### src/rtl/ucsbece154a_mc_controller.sv
`default_nettype none
// ============================================================================
// Module   : ucsbece154a_mc_controller
// Brief    : Moore control FSM for the multicycle RV32I core. Steps the
//            shared memory, PC, IR, ALU and register file through
//            fetch/decode/execute/memory/writeback and drives every
//            datapath enable and mux select.
// Revision : 1.0 - initial release
// ============================================================================
module ucsbece154a_mc_controller (
  input  logic       clk,
  input  logic       reset,
  input  logic [6:0] op_i,
  input  logic [2:0] funct3_i,
  input  logic       funct7b5_i,
  input  logic       zero_i,
  output logic       PCWrite_o,
  output logic       AdrSrc_o,
  output logic       MemWrite_o,
  output logic       IRWrite_o,
  output logic       RegWrite_o,
  output logic [1:0] ResultSrc_o,
  output logic [1:0] ALUSrcA_o,
  output logic [1:0] ALUSrcB_o,
  output logic [2:0] ALUControl_o,
  output logic [2:0] ImmSrc_o,
  output logic       illegal_o,
  output logic       instret_o,
  output logic [3:0] state_o
);

  typedef enum logic [3:0] {
    FETCH    = 4'd0,
    DECODE   = 4'd1,
    MEMADR   = 4'd2,
    MEMREAD  = 4'd3,
    MEMWB    = 4'd4,
    MEMWRITE = 4'd5,
    EXECR    = 4'd6,
    EXECI    = 4'd7,
    ALUWB    = 4'd8,
    BRANCH   = 4'd9,
    JAL      = 4'd10,
    LUI      = 4'd11
  } state_t;

  typedef enum logic [1:0] {
    ALU_ADD   = 2'b00,
    ALU_SUB   = 2'b01,
    ALU_FUNCT = 2'b10
  } aluop_t;

  // Per-state Moore control word, registered alongside the state
  typedef struct packed {
    logic       pc_update;
    logic       branch;
    logic       adr_src;
    logic       mem_write;
    logic       ir_write;
    logic       reg_write;
    logic       instret;
    logic [1:0] result_src;
    logic [1:0] alu_src_a;
    logic [1:0] alu_src_b;
    aluop_t     alu_op;
  } ctrl_t;

  localparam logic [6:0] OP_LW    = 7'b0000011;
  localparam logic [6:0] OP_SW    = 7'b0100011;
  localparam logic [6:0] OP_RTYPE = 7'b0110011;
  localparam logic [6:0] OP_ITYPE = 7'b0010011;
  localparam logic [6:0] OP_BR    = 7'b1100011;
  localparam logic [6:0] OP_JAL   = 7'b1101111;
  localparam logic [6:0] OP_LUI   = 7'b0110111;

  state_t state;
  state_t next_state;
  ctrl_t  ctrl;
  logic   known_op;
  logic   skip_illegal;
  logic   branch_taken;

  // Control word that each state presents to the datapath
  function automatic ctrl_t ctrl_for(input state_t s);
    ctrl_t c;
    c = '0;
    case (s)
      FETCH: begin
        c.ir_write   = 1'b1;
        c.alu_src_b  = 2'b10;
        c.result_src = 2'b10;
        c.pc_update  = 1'b1;
      end
      DECODE: begin
        c.alu_src_a = 2'b01;
        c.alu_src_b = 2'b01;
      end
      MEMADR: begin
        c.alu_src_a = 2'b10;
        c.alu_src_b = 2'b01;
      end
      MEMREAD: begin
        c.adr_src = 1'b1;
      end
      MEMWB: begin
        c.result_src = 2'b01;
        c.reg_write  = 1'b1;
        c.instret    = 1'b1;
      end
      MEMWRITE: begin
        c.adr_src   = 1'b1;
        c.mem_write = 1'b1;
        c.instret   = 1'b1;
      end
      EXECR: begin
        c.alu_src_a = 2'b10;
        c.alu_op    = ALU_FUNCT;
      end
      EXECI: begin
        c.alu_src_a = 2'b10;
        c.alu_src_b = 2'b01;
        c.alu_op    = ALU_FUNCT;
      end
      ALUWB: begin
        c.reg_write = 1'b1;
        c.instret   = 1'b1;
      end
      BRANCH: begin
        c.alu_src_a = 2'b10;
        c.alu_op    = ALU_SUB;
        c.branch    = 1'b1;
        c.instret   = 1'b1;
      end
      JAL: begin
        c.alu_src_a = 2'b01;
        c.alu_src_b = 2'b10;
        c.pc_update = 1'b1;
      end
      LUI: begin
        c.result_src = 2'b11;
        c.reg_write  = 1'b1;
        c.instret    = 1'b1;
      end
      default: ;
    endcase
    return c;
  endfunction

  // Recognise the opcodes this controller can sequence
  always_comb begin
    known_op = 1'b0;
    case (op_i)
      OP_LW, OP_SW, OP_RTYPE, OP_ITYPE, OP_BR, OP_JAL, OP_LUI: known_op = 1'b1;
      default: known_op = 1'b0;
    endcase
  end

  // Next-state selection; unsupported opcodes fall straight back to FETCH
  always_comb begin
    next_state = FETCH;
    case (state)
      FETCH:   next_state = DECODE;
      DECODE: begin
        case (op_i)
          OP_LW, OP_SW: next_state = MEMADR;
          OP_RTYPE:     next_state = EXECR;
          OP_ITYPE:     next_state = EXECI;
          OP_BR:        next_state = BRANCH;
          OP_JAL:       next_state = JAL;
          OP_LUI:       next_state = LUI;
          default:      next_state = FETCH;
        endcase
      end
      MEMADR:  next_state = (op_i == OP_LW) ? MEMREAD : MEMWRITE;
      MEMREAD: next_state = MEMWB;
      EXECR:   next_state = ALUWB;
      EXECI:   next_state = ALUWB;
      JAL:     next_state = ALUWB;
      default: next_state = FETCH;
    endcase
  end

  // State register plus the registered control word for the state being entered
  always_ff @(posedge clk) begin
    if (reset) begin
      state <= FETCH;
      ctrl  <= ctrl_for(FETCH);
    end else begin
      state <= next_state;
      ctrl  <= ctrl_for(next_state);
    end
  end

  // Only beq/bne resolve; other branch funct3 values never redirect the PC
  assign branch_taken = (funct3_i[2:1] == 2'b00) & (zero_i ^ funct3_i[0]);
  assign skip_illegal = (state == DECODE) & ~known_op;

  // Write enables and pulses are held low for as long as reset is asserted
  assign PCWrite_o   = ~reset & (ctrl.pc_update | (ctrl.branch & branch_taken));
  assign MemWrite_o  = ~reset & ctrl.mem_write;
  assign IRWrite_o   = ~reset & ctrl.ir_write;
  assign RegWrite_o  = ~reset & ctrl.reg_write;
  assign illegal_o   = ~reset & skip_illegal;
  assign instret_o   = ~reset & (ctrl.instret | skip_illegal);
  assign AdrSrc_o    = ctrl.adr_src;
  assign ResultSrc_o = ctrl.result_src;
  assign ALUSrcA_o   = ctrl.alu_src_a;
  assign ALUSrcB_o   = ctrl.alu_src_b;
  assign state_o     = state;

  // ALU operation select from the abstract ALUOp and the instruction fields
  always_comb begin
    ALUControl_o = 3'b000;
    case (ctrl.alu_op)
      ALU_ADD: ALUControl_o = 3'b000;
      ALU_SUB: ALUControl_o = 3'b001;
      ALU_FUNCT: begin
        case (funct3_i)
          3'b000:  ALUControl_o = (op_i[5] & funct7b5_i) ? 3'b001 : 3'b000;
          3'b001:  ALUControl_o = 3'b110;
          3'b010:  ALUControl_o = 3'b101;
          3'b100:  ALUControl_o = 3'b100;
          3'b101:  ALUControl_o = 3'b111;
          3'b110:  ALUControl_o = 3'b011;
          3'b111:  ALUControl_o = 3'b010;
          default: ALUControl_o = 3'b000;
        endcase
      end
      default: ALUControl_o = 3'b000;
    endcase
  end

  // Immediate format select straight from the opcode, valid in every state
  always_comb begin
    ImmSrc_o = 3'b000;
    case (op_i)
      OP_SW:   ImmSrc_o = 3'b001;
      OP_BR:   ImmSrc_o = 3'b010;
      OP_JAL:  ImmSrc_o = 3'b011;
      OP_LUI:  ImmSrc_o = 3'b100;
      default: ImmSrc_o = 3'b000;
    endcase
  end

endmodule
`default_nettype wire
### config.mk
export PLATFORM = sky130hd
export DESIGN_NAME = ucsbece154a_mc_controller
export DESIGN_NICKNAME = d
export VERILOG_FILES = /design/src/rtl/ucsbece154a_mc_controller.sv
export SDC_FILE = /design/constraint.sdc
export NUM_CORES = 1
export LEC_CHECK = 0
export BUFFER_PORTS_ARGS = -buffer_cell sky130_fd_sc_hd__buf_4
export CORE_UTILIZATION = 44
export CTS_CLUSTER_SIZE = 28
export DETAILED_ROUTE_END_ITERATION = 8
export HOLD_SLACK_MARGIN = 0.08
export PLACE_DENSITY = 0.74
export SYNTH_ARGS = -nofsm -noshare
export SYNTH_HDL_FRONTEND = slang
export SYNTH_SLANG_ARGS = --single-unit
### constraint.sdc
create_clock -name clk -period 2.1 [get_ports clk]
set_input_delay 0.105 -clock clk [delete_from_list [all_inputs] [get_ports clk]]
set_output_delay 0.105 -clock clk [all_outputs]
set_load 0.01 [all_outputs]
# Word level (Yosys, flattened, before mapping)

Cells that the tools add are included.

Register bits: 19
Input port bits: 14
Logic and storage cells: 93

Equality and inequality tests: 32
Muxes and demuxes: 19
Bitwise gates (word level): 15
Reduce and logical (&&, ||, !) cells: 15

Operator list:

| operator             | count |
|---|---|
| $eq A4 B3 Y1 const B | 6 |
| $pmux W4 S6          | 1 |
| $eq A7 B6 Y1 const B | 3 |
| $pmux W3 S7          | 1 |
| $eq A4 B4 Y1 const B | 5 |
| $pmux W4 S5          | 1 |
| $eq A4 B2 Y1 const B | 4 |
| $eq A7 B7 Y1 const B | 2 |
| $eq A3 B3 Y1 const B | 4 |
| $pmux W2 S2          | 3 |
| $pmux W3 S4          | 1 |
| $and A1 B1 Y1        | 10 |
| $reduce_or A2 Y1     | 5 |
| $mux W1              | 9 |
| $reduce_or A3 Y1     | 3 |
| $eq A4 B1 Y1 const B | 2 |
| $logic_not A4 Y1     | 2 |
| $eq A7 B2 Y1 const B | 1 |
| $eq A7 B5 Y1 const B | 1 |
| $reduce_or A7 Y1     | 1 |
| $pmux W2 S3          | 1 |
| $pmux W3 S2          | 1 |
| $reduce_or A5 Y1     | 1 |
| $reduce_or A4 Y1     | 1 |
| other kinds (10)     | 12 |

# Longest topological paths before layout

Depth in word-level cells: 7
Depth in mapped cells: 8
Depth with buffers taken out: 6

# Worst setup path after synthesis

No wires, ideal clock.

Path kind: flip-flop to flip-flop
Start point: reg state[0], in the netlist state_o[0]
End point: reg ctrl (netlist bit ALUSrcB_o[1])
Arrival time: 1925 ps
Required time: 1982 ps
Slack: 57 ps
Stages on the path, launching flop included: 8
Buffers on the path: 1
Cells stage by stage: dfxtp_1 buf_2 or4b_4 or3_1 o211ai_2 nor2b_2 a31oi_4 nand2_1

Word-level cells in the longest chain between the ends: 6
Elaborated cells between the ends (all ways): 17

Ends and longest elaborated chain:

| element                                                               | RTL line | RTL |
|---|---|---|
| start, declared                                                       | 76       | `state_t state;` |
| start signal, assigned                                                | 189      | `state <= next_state;` |
| $eq A4 B4 Y1 or $eq A4 B3 Y1 (tied branches)                          | 161      | `case (state)` |
| $reduce_or A3 Y1 (no source line)                                     | --       |  |
| $pmux W4 S5 (*)                                                       | 161      |  |
| $eq A4 B3 Y1, or another cell as far along                            | 87       | `case (s)` |
| $reduce_or A3 Y1 (no source line) or $reduce_or A2 Y1 (tied branches) | --       |  |
| $pmux W2 S2 (*)                                                       | 87       |  |
| end signal, assigned                                                  | 187      | `ctrl <= ctrl_for(FETCH);` |
| end signal, assigned                                                  | 190      | `ctrl <= ctrl_for(next_state);` |
| end, declared                                                         | 78       | `ctrl_t ctrl;` |

Mark *: on every way between the ends. The rest lies on a longest branch, timed or not.
A chain may end at the register's enable or synchronous reset.

# Worst setup path in the final report

Start point: reg state[3], in the netlist state_o[3]
End point: reg ctrl[14] in the netlist's numbering

Word-level cells in the longest chain between the ends: 6
Elaborated cells between the ends (all ways): 13

Ends and longest elaborated chain:

| element                                          | RTL line |
|---|---|
| $eq A4 B4 Y1 or $eq A4 B3 Y1 (tied branches)     | 161 |
| $reduce_or A3 Y1 (no source line)                | -- |
| $pmux W4 S5 (*)                                  | 161 |
| $eq A4 B4 Y1 or $logic_not A4 Y1 (tied branches) | 87 |
| $reduce_or A2 Y1 (no source line) (*)            | -- |
| $mux W1 (*)                                      | 87 |

Marks and branches as above.

==> out/metrics.yaml <==
netlist.area_leader.share: 0.3303
fmax_mhz: 498.9
fillers: 199
fin_skew_ns: 0.003841
place.gp.congestion: 0.9272
initial_utilization: 0.4794
slew_violations: 0
worst-r2r-setup-slack_ns: 0.1
insertion_delay_ns: 0.28
ys_ff_latch: 18
worst_slew_pin_slew_ns: 0.4333
drc: 0
cp-end-kind: "register"
synth_compound_area_frac: 0.1927
placed_cells: 190
muxShareOfSynthArea: 0.009174
hold_start: "reset"
die_w_um: 51.80
final_nets: 183
synth_fa_ha_area_frac: 0.02294
hold_depth: 2
regArea_um2: 360.3
synth_top_family_by_area: "simple AND/OR/NAND/NOR gates"
p_leak_nw: 0.6053
hpwl_um: 1842
worstSetupPathType: "register to register"
syn_area_mm2: 0.001091
finalInstanceArea_mm2: 0.001390
syn_nets: 150
powerDensity_mw_per_mm2: 500.8
drt-initial-drc-count: 14
cpPeakStageDelay_ns: 0.58
p_clk_frac: 0.287
synthToLayoutAreaGrowth_pct: 27.41
setup_viol: 0
switchingPower_mw: 0.1701
r2r-start: "state_o[3]"
status: "completed"
antenna_found_initial: 0
layout_common_cells: "buf_4 (41), dfxtp_1 (18), nor2_1 (10), nand2_1 (10), a21oi_1 (10)"
cpLargestDelayFamily: "simple AND/OR/NAND/NOR gates"
min_to: "ResultSrc_o[0]"
grt-ovfl-total: 0
cap_violations: 0
instances_no_fill: 194
relSlewSlack: 0.7111
diodes: 0
cts_tree: "built"
grt_setup_unrepaired: "yes"
die_h_um: 51.80
cts_setup_buffers: 0
wl_per_cell_um: 12.58
multi_input_area_um2: 631.9
clk_pin_slew_ns: 0.09
fp.coreArea_mm2: 0.002276
seqPwrFrac: 0.512
ir_drop_mv: 0.4514
dr.pass1.iters: 4
r2r-end: "ctrl[14]"
cts_root_buffer: "clkbuf_4"
yosys.area_share.xor_xnor: 0.01606
ys_warn_count: 0
path_cells: "or4b_4 > or3_1 > o211ai_2 > nor2b_2 > a31oi_4 > nand2_1"
internal_power_mw: 0.5260
syn-instance-count: 134
totalWireLength_um: 2440
min_period_ns: 2.004
ios: 37
vias: 1050
grt_pass1_vias: 951
portBuffers: 36
grt_pass1_wl_um: 4015
grt_usage: 0.1983
r2r_cells: 6
final-hold-violation-count: 0
cp_data_arrival_time_ns: 2.19
rows: 17
worstPathMaxFanout: 8
final_common_cell: "buf_4"
routed_via_density: 5.412
grt_max_degree: 19
drtAntennaViolNets: 0
synth_cell_type_count: 42
yosysTopAreaCell: "dfxtp_1"
hold_path_class: "input pin to register"
fin_total_pwr_mw: 0.6962
yosys.area_share.simple: 0.3326
path_buf_inv: 0
cp_slowest_cell: "or4b_4"
critPathRequiredTime_ns: 2.28
place_area_mm2: 0.001348
start_kind: "register"
numCtsBuffers: 3
final_layout_size_suffix_gt1_frac: 0.3193
ctsHtreeMaxLevel: 1
fin_crit_sh: 0.9544
ys_top_cells_by_area: "dfxtp_1 (33%), buf_4 (4.8%), a21oi_1 (4.6%), nand2_1 (3.4%), nor2_1 (3.4%)"
synth-seq-area-share: 0.3303
cts.sink_count: 18
switching_share: 0.2444
fp.dieArea_mm2: 0.002683
avgSynthCellArea_um2: 8.142
cts_max_path_buffers: 2
comb_power_share: 0.201
-- through the flow --
stage                     hold WS, ns   TNS [ns]    util  setup WS [ns]
after global placement         0.4345          0  0.5921         0.1773
after floorplan                0.3320          0       -        0.05671
after CTS                      0.1271          0  0.6080        0.06525
final                          0.1348          0  0.6108        0.09572
after detailed placement       0.4349          0  0.5921         0.1127
after global routing           0.1323  -0.002369  0.6108      -0.002369
-- cells by family after synthesis --
family / count (synthesis)
DFF: 18
muxes: 1
xor gates and xnor gates: 2
buffers and inverters: 18
AOI/OAI and AO/OA: 31
adders and majority gates: 2
and+or+nand+nor: 62
-- how the worst max path moves through the flow --
| stage | from | to | slack (ns) | depth (start not counted) |
|---|---|---|---|---|
| floorplan | state_o[0] | ALUSrcB_o[1] | 0.06 | 7 |
| global placement | state_o[3] | ALUSrcB_o[1] | 0.18 | 6 |
| detailed placement | state_o[3] | ResultSrc_o[1] | 0.11 | 6 |
| CTS | state_o[3] | instret_o | 0.07 | 4 |
| global route | state_o[3] | ctrl[8] | -0.002 | 6 |
| finish | state_o[3] | ctrl[14] | 0.1 | 6 |
-- state kept, by name, indices dropped and copies added (netlist names) --
signal,flops
ALUSrcA_o,2
ALUSrcB_o,2
AdrSrc_o,1
ctrl,7
ResultSrc_o,2
state_o,4
-- layout make-up --
type | instances | area share
well taps | 28 | 0.02520
inverters | 5 | 0.01350
multi-input cells | 98 | 0.4545
clock buffers | 4 | 0.02610
flip-flops and latches | 18 | 0.2592
repair buffers | 41 | 0.2214
-- cells in the mapped netlist --
cell / count
clkbuf_1: 2
buf_6: 1
o22ai_1: 2
a21o_1: 2
nand2b_1: 1
or4b_4: 1
o211ai_2: 2
nand3b_1: 2
and3b_1: 1
nor2b_1: 5
or3b_2: 2
a21oi_1: 10
ha_1: 2
xnor2_1: 2
buf_2: 3
nor4b_1: 1
a211oi_1: 1
o21ai_0: 7
nor2b_2: 1
a41oi_1: 1
a22oi_1: 1
or3_1: 3
nor2_1: 10
nand3_1: 4
mux2i_1: 1
nor4_1: 2
a22o_1: 1
or4_1: 1
or4bb_1: 1
buf_4: 7
nor3b_1: 1
dfxtp_1: 18
and3_1: 3
and2_1: 1
a31oi_4: 1
nor3_1: 7
nand2_1: 10
inv_1: 5
and2b_1: 1
nor4bb_1: 2
a31oi_1: 3
nand4_1: 2
-- timing repair --
action,in CTS,in global routing
endpoints found under the setup margin,0,1
hold buffers,0,0
gates resized for setup,0,1
-- worst register-to-register path, stage by stage, from the launching register on --
cell	delay [ns]
dfxtp_1	0.36
or4b_4	0.58
or3_1	0.41
o211ai_2	0.15
nor2b_2	0.12
a31oi_4	0.22
nand2_1	0.07
-- power groups by stage --
| stage | combinational (mW) | sequential (mW) | clock [mW] |
|---|---|---|---|
| 2_1_floorplan | 0.0823 | 0.365 | 0 |
| 3_3_place_gp | 0.135 | 0.365 | 0 |
| 6_report | 0.140 | 0.356 | 0.200 |
| 5_1_grt | 0.153 | 0.358 | 0.226 |
| 3_5_place_dp | 0.137 | 0.365 | 0 |
| 4_1_cts | 0.138 | 0.357 | 0.205 |
-- per-layer routing --
metal / track usage / vias to the layer above / part of all wire
met2: 0.3571 / 25 / 0.48
met4: 0.02703 / 0 / 0.0049
li1: - / 540 / -
met1: 0.2446 / 483 / 0.47
met3: 0.04386 / 2 / 0.045
met5: 0 / - / 0
No activity file was read; power rests on OpenSTA's default activity.
